===== src/rtl/peak_amplitude_meter.sv =====
// Windowed peak/min tracker with averaged half peak-to-peak amplitude readout.
// Consumes a sparse valid/data sample stream; one amp_valid pulse per 2^lgavg windows.
module peak_amplitude_meter #(
  parameter int DW    = 16,
  parameter int CW    = 16,
  parameter int MAXLG = 4
) (
  input  logic          clk,
  input  logic          rst_n,
  input  logic          en,
  input  logic          data_valid,
  input  logic [DW-1:0] data_in,
  input  logic [CW-1:0] win_len,
  input  logic [3:0]    lgavg,
  output logic [DW-1:0] peak_max,
  output logic [DW-1:0] peak_min,
  output logic [DW-1:0] amp_out,
  output logic          amp_valid,
  output logic          busy
);

  localparam int AW = DW + MAXLG;

  typedef enum logic {IDLE, ACQ} state_t;

  state_t state, state_nxt;

  logic [CW-1:0]        cnt, wl_q, wl_in_c;
  logic [3:0]           lg_q, lg_in_c;
  logic [MAXLG-1:0]     avg_cnt, avg_mask;
  logic [AW-1:0]        acc, amp_sum;
  logic signed [DW-1:0] din_s, run_max, run_min, new_max, new_min;
  logic [DW:0]          pp;
  logic [DW-1:0]        half;
  logic                 first, last_sample, group_done, sample_en;

  // NOTE: sequential state uses non-blocking (<=) so every register samples pre-edge values.
  always_ff @(posedge clk or negedge rst_n) begin
    if (!rst_n) state <= IDLE;
    else        state <= state_nxt;
  end

  always_comb begin
    state_nxt = state;
    case (state)
      IDLE:    if (en)  state_nxt = ACQ;
      ACQ:     if (!en) state_nxt = IDLE;
      default: state_nxt = IDLE;
    endcase
  end

  assign busy = (state == ACQ);

  always_comb begin
    din_s       = data_in;
    wl_in_c     = (win_len < CW'(2)) ? CW'(2) : win_len;
    lg_in_c     = (lgavg > 4'(MAXLG)) ? 4'(MAXLG) : lgavg;
    first       = (cnt == '0);
    new_max     = (first || din_s > run_max) ? din_s : run_max;
    new_min     = (first || din_s < run_min) ? din_s : run_min;
    // Sign-extend by one bit so max-min never wraps, even for full-scale swings.
    pp          = {new_max[DW-1], new_max} - {new_min[DW-1], new_min};
    half        = DW'(pp >> 1);
    amp_sum     = acc + AW'(half);
    last_sample = (cnt == wl_q - CW'(1));
    avg_mask    = ~({MAXLG{1'b1}} << lg_q);
    group_done  = (avg_cnt == avg_mask);
    sample_en   = (state == ACQ) && en && data_valid;
  end

  always_ff @(posedge clk or negedge rst_n) begin
    if (!rst_n) begin
      cnt       <= '0;
      wl_q      <= '0;
      lg_q      <= '0;
      avg_cnt   <= '0;
      acc       <= '0;
      run_max   <= '0;
      run_min   <= '0;
      peak_max  <= '0;
      peak_min  <= '0;
      amp_out   <= '0;
      amp_valid <= 1'b0;
    end else begin
      amp_valid <= 1'b0;
      if (state == IDLE && en) begin
        wl_q    <= wl_in_c;
        lg_q    <= lg_in_c;
        cnt     <= '0;
        avg_cnt <= '0;
        acc     <= '0;
      end else if (sample_en) begin
        if (last_sample) begin
          peak_max <= new_max;
          peak_min <= new_min;
          cnt      <= '0;
          if (group_done) begin
            amp_out   <= DW'(amp_sum >> lg_q);
            amp_valid <= 1'b1;
            acc       <= '0;
            avg_cnt   <= '0;
            // Parameter changes are only picked up between average groups.
            wl_q      <= wl_in_c;
            lg_q      <= lg_in_c;
          end else begin
            acc     <= amp_sum;
            avg_cnt <= avg_cnt + MAXLG'(1);
          end
        end else begin
          run_max <= new_max;
          run_min <= new_min;
          cnt     <= cnt + CW'(1);
        end
      end
    end
  end

endmodule


===== config.mk =====
export PLATFORM = sky130hd
export DESIGN_NAME = peak_amplitude_meter
export DESIGN_NICKNAME = d
export VERILOG_FILES = /design/src/rtl/peak_amplitude_meter.sv
export SDC_FILE = /design/constraint.sdc
export NUM_CORES = 1
export LEC_CHECK = 0
export CAP_MARGIN = 30
export CORE_ASPECT_RATIO = 2
export CORE_UTILIZATION = 50
export CTS_CLUSTER_DIAMETER = 60
export DETAILED_ROUTE_END_ITERATION = 7
export GPL_TIMING_DRIVEN = 1
export PLACE_DENSITY = 0.71
export SETUP_SLACK_MARGIN = 0.15
export SKIP_CTS_REPAIR_TIMING = 1
export SYNTH_ARGS = -nofsm -noshare
export SYNTH_HDL_FRONTEND = slang
export SYNTH_SLANG_ARGS = --single-unit

===== constraint.sdc =====
create_clock -name clk -period 9.3 [get_ports clk]
set_input_delay 2.325 -clock clk [delete_from_list [all_inputs] [get_ports clk]]
set_output_delay 2.325 -clock clk [all_outputs]
set_load 0.05 [all_outputs]

# After elaboration in Yosys (flattened, before gate mapping)
# Index checks and enable logic that the tools add are counted.
# word_totals
out_inout_bits	50
rom_bits	0
memories	0
input_bits	40
word_cells	71
regBits	142
ramBits	0
latchBits	0
# op_classes
add_sub_neg	5
n_eq_ne	2
multipliers	0
n_reduce_logical	14
div_mod_pow	0
order_cmp	4
n_shift	2
n_bitwise	4
n_mux	28
# op_table
cell	n
$mux W16	10
$mux W20	4
$mux W4	9
$add A20 B16 Y20	1
$shr A20 B4 Y16	1
$sub A16 B16 Y17	1
$add A16 B1 Y16 const B	1
$eq A16 B16 Y1	1
$gt A16 B16 Y1	1
$logic_not A16 Y1	1
$lt A16 B16 Y1	1
$lt A16 B2 Y1 const B	1
$sub A16 B1 Y16 const B	1
$reduce_and A3 Y1	3
$reduce_bool A2 Y1	3
$mux W1	5
$add A4 B1 Y4 const B	1
$eq A4 B4 Y1	1
$gt A4 B3 Y1 const B	1
$not A4 Y4	1
$reduce_and A4 Y1	1
$shl A4 B4 Y4 const A	1
$logic_and A1 B1 Y1	3
$not A1 Y1	3
2 further kinds	3

# Longest topological paths before layout
# depth
word_depth	9
depth_mapped	34
mapped_depth_nobuf	32

# Worst setup path before layout
# Ideal clock, no wire load.
# synth_timing
path_kind	input to register
start	input port data_in[15]
end	register amp_out[3]
required_time_ns	9.174
arrival_time_ns	8.504
slack_ns	0.670
setup_time_ns	0.126
cell_stages	31
n_path_buf	2
cell_sequence	ha_1 and4_1 and3_4 a221oi_4 a31oi_1 nor2_2 buf_6 clkbuf_1 nor2_1 a21oi_1 ha_1 and4_4 nor4_4 a211oi_2 o311ai_4 a31oi_4 a21bo_1 a21oi_1 xnor2_1 ha_1 a21oi_1 nand2b_1 nor3_1 o211ai_1 and3_1 a211oi_2 o311ai_0 o2111ai_1 o32ai_1 nor2b_1 o32a_1
# synth_via
elab_chain_cells	6
elab_cells_between_ends	9
classes_between	add/sub: 2; order compare: 2; shift: 1; mux: 2; reduce/logical: 2
# synth_rtl
element	line	source
start: declaration	12	input logic [DW-1:0] data_in,
$gt A16 B16 Y1 or $lt A16 B16 Y1 (tied branches)	59, 60	
$logic_or A1 B1 Y1, on equally long branches	59, 60	
$mux W16, on equally long branches	59, 60	
$sub A16 B16 Y17 (*)	62	pp = {new_max[DW-1], new_max} - {new_min[DW-1], new_min};
$add A20 B16 Y20 (*)	64	amp_sum = acc + AW'(half);
$shr A20 B4 Y16 (*)	98	amp_out <= DW'(amp_sum >> lg_q);
end signal: assignment	98	
end: declaration	17	output logic [DW-1:0] amp_out,
# Every way passes the cells marked *; elsewhere a longest branch is shown, timed or not.
# A chain may end at the register's enable or synchronous reset.

# Worst setup path in the final report
# layout_timing
start	input port data_in[15]
end	register amp_out[8]
# The elaborated chain is that of the path after synthesis.

==> results.md <==
* Cell taking the most area after synthesis: dfrtp_1
* Remaining DRCs at 0
* R2R Setup Slk at about 2300 ps
* Hold/Removal Path Class: reg2reg
* Fmax at around 110 MHz
* Detailed Place HPWL at 23600 µm
* Reg2reg path depth at 32
* Status: finished, final reports clean
* Primary FF master, synth: dfrtp_1
* Setup repair after global routing missed its margin: true
* Worst reg2reg endpoint: amp_out[8]
* Initial antenna violation count at 0
* Leakage at between 5 and 6 nW
* Clk buf depth at 2
* Final Hold Viols at 0
* Syn Nets at 1339
* Routed WL at between 30000 and 40000 µm
* Initial drt markers at between 300 and 400
* Cell area after layout at around 13000 µm²
* Clock sink total at around 140
* Async SR Flop Fraction at between 90% and 100%
* Gate Count Post-Synth at between 1000 and 1500
* Syn. warnings at 0
* Die height at 206 µm
* Req. time, crit path at a little under 10000 ps
* Critical path peak fanout at 4
* Synth cell types at 94
* Via density at just under 6
* Final max-slew violation count at 0
* Layout cells sized above 1 at a little under a fifth
* RD Place Congestion at 0.984
* Chip width at 104 µm
* Pre-antenna DRT Iters at 5
* Tmin final at just under 9000 ps
* FP Rows at 74
* First-pass GRT wire length at between 50000 and 60000 µm
* CP Capture Type: flip-flop
* Hold wc startpoint: peak_max[6]
* Wire per inst at roughly 18 µm
* Register area share after synthesis at around a third
* Endpoints failing setup at 0
* Power density over the cells at between 300 and 400 nW/µm²
* Share of Yosys cell area claimed by the top area cell type at between 30% and 40%
* Commonest non-fill, non-tap cell in the layout: nand2_1
* Area after DPL at between 10000 and 15000 µm²
* Crit Path Category: in2reg
* Final cycle utilization of the critical path at between 90% and 100%
* CTS tree: built
* Num CTS Buffers at 17
* Nets@finish at 1520
* Worst r2r src: cnt[0]
* Flops & latches, synth at between 100 and 150
* Routed Antenna Nets at 0
* Pre-CTS setup slack at -812 ps
* Vias in the first global route at just over 10000
* MaxCap Viol Count at 0
* Core footprint at around 20000 µm²
* IO Port Bufs at 89
* Syn avg cell area at 8.44 µm²
* Fin util at between 60% and 70%
* GRT Util Overall at roughly 30%
* Area growth syn-to-layout at 28.0%
* Die ar. at ~21000 µm²
* Starting density of the core at approximately half
* # H-tree levels at 4
* Setup ws final at between 400 and 500 ps
* Largest net degree at the start of global routing at 73
* Most frequent cells in the layout: 174 x nand2_1, 142 x dfrtp_1, 137 x o21ai_0, 123 x buf_4, 87 x nor2_1
* Post-Synthesis Cell Area at 10400 µm²
* CP max stage cell: clkdlybuf4s50_1
* Slew of the pin with the lowest slew margin at a little over 1000 ps
* Worst path arrival time at roughly 9000 ps
* GR Overflow Total at 0
* Via Count at about 10000
* Hold path endpoint: peak_max[6]
* Top cells by area, synth: dfrtp_1 34%, ha_1 7.8%, o21ai_0 6.9%
* Crit-path max cell delay at around 530 ps
* Clock transition at path regs at 60 ps
* Worst-skew pair later-pin latency at around 450 ps
* VDD IR max at 0.203 mV
* CP startpoint kind: input pin
* Root buf cell: clkbuf_16
* Hold Path Depth at 2
* Worst Skew at 13.9 ps
* Post-synth EDFFs at 0
* Slew HR at a little under a third
* # IOs at 90
* Most common cell type on the critical path: buf_4
* Ant diodes at 0
* Filler instances at around 1700
flip-flops by register name, summed over array words and instances (netlist names):
name,cells
acc,20
avg_cnt,4
peak_min,16
amp_out,16
lg_q,4
run_max,16
amp_valid,1
busy,1
peak_max,16
cnt,16
run_min,16
wl_q,16
report_power, final:
part | total, mW | internal, mW | switching (mW)
sequential | 0.786 | 0.703 | 0.0828
clock | 0.786 | 0.504 | 0.281
combinational | 3.10 | 1.43 | 1.67
total | 4.67 | 2.64 | 2.03
kinds of logic (layout without fill, tap and decap cells):
family                   Yosys count  count (layout)  synth area share, %
adder cells (fa/ha/maj)           67              67                 8.21
XOR/XNOR                          44              44                 3.71
AND/OR/NAND/NOR                  429             429                 20.3
buffers and inverters            136             330                 5.33
flip-flops                       142             142                 34.2
AO/OA/AOI/OAI                    381             381                 24.0
multiplexers                      33              33                 4.32
routing by layer:
layer / GRT usage [%] / share of wire [%] / vias up
li1: - / - / 4807
met1: 29.2 / 35 / 4829
met2: 57.5 / 54 / 319
met3: 4.16 / 3.6 / 125
met4: 23.3 / 7.7 / 0
met5: 0 / 0 / -
through the flow:
step                power (mW)  setup TNS (ps)  std cells  hold slack [ps]
floorplan                 2.57               0       1232              445
global placement          3.57           -6440       1652              460
detailed placement        3.61           -7580       1653              469
CTS                       4.43            -841       1685              484
global route              5.00               0       1692              502
finish                    4.67               0       1692              478
how the worst max path moves through the flow:
stage | startpoint | endpoint | slack (ps) | depth (start not counted)
floorplan | data_in[15] | amp_out[3] | 670 | 31
global placement | data_in[9] | amp_out[6] | -770 | 33
detailed placement | data_in[9] | amp_out[6] | -810 | 33
CTS | data_in[9] | amp_out[6] | -340 | 33
finish | data_in[15] | amp_out[8] | 450 | 33
global route | data_in[6] | amp_out[4] | 90 | 35
Yosys cell counts, drive strengths merged (6+ instances only):
cell type,instances
a2111oi,7
a211oi,13
a21o,12
a21oi,76
a31oi,16
and2,6
and3,20
buf,15
clkbuf,37
dfrtp,142
ha,65
inv,83
mux2,20
mux2i,7
mux4,6
nand2,175
nand2b,9
nand3,25
nand4,11
nor2,92
nor2b,12
nor3,30
nor4,13
o211ai,11
o21a,8
o21ai,155
o311ai,7
o31ai,21
or2,6
or3,8
xnor2,31
xor2,13
worst max-delay path, delay by kind of cell:
family / cells / cell delay, ps
mux: 1 / 510
xor+xnor: 2 / 280
buf+inv: 4 / 1020
fa+ha+maj: 3 / 780
simple gates: 10 / 1770
compound gates: 13 / 2500
final cells by class:
cell class	instances	area [µm²]	area share (%)
Multi-Input combinational cell	954	6590	49.5
Sequential cell	142	3550	26.7
Clock buffer	19	433	3.25
Clock inverter	13	235	1.77
Timing Repair Buffer	214	1850	13.9
Tap cell	266	333	2.50
Inverter	84	315	2.37
(Power assumes the default switching activity.)
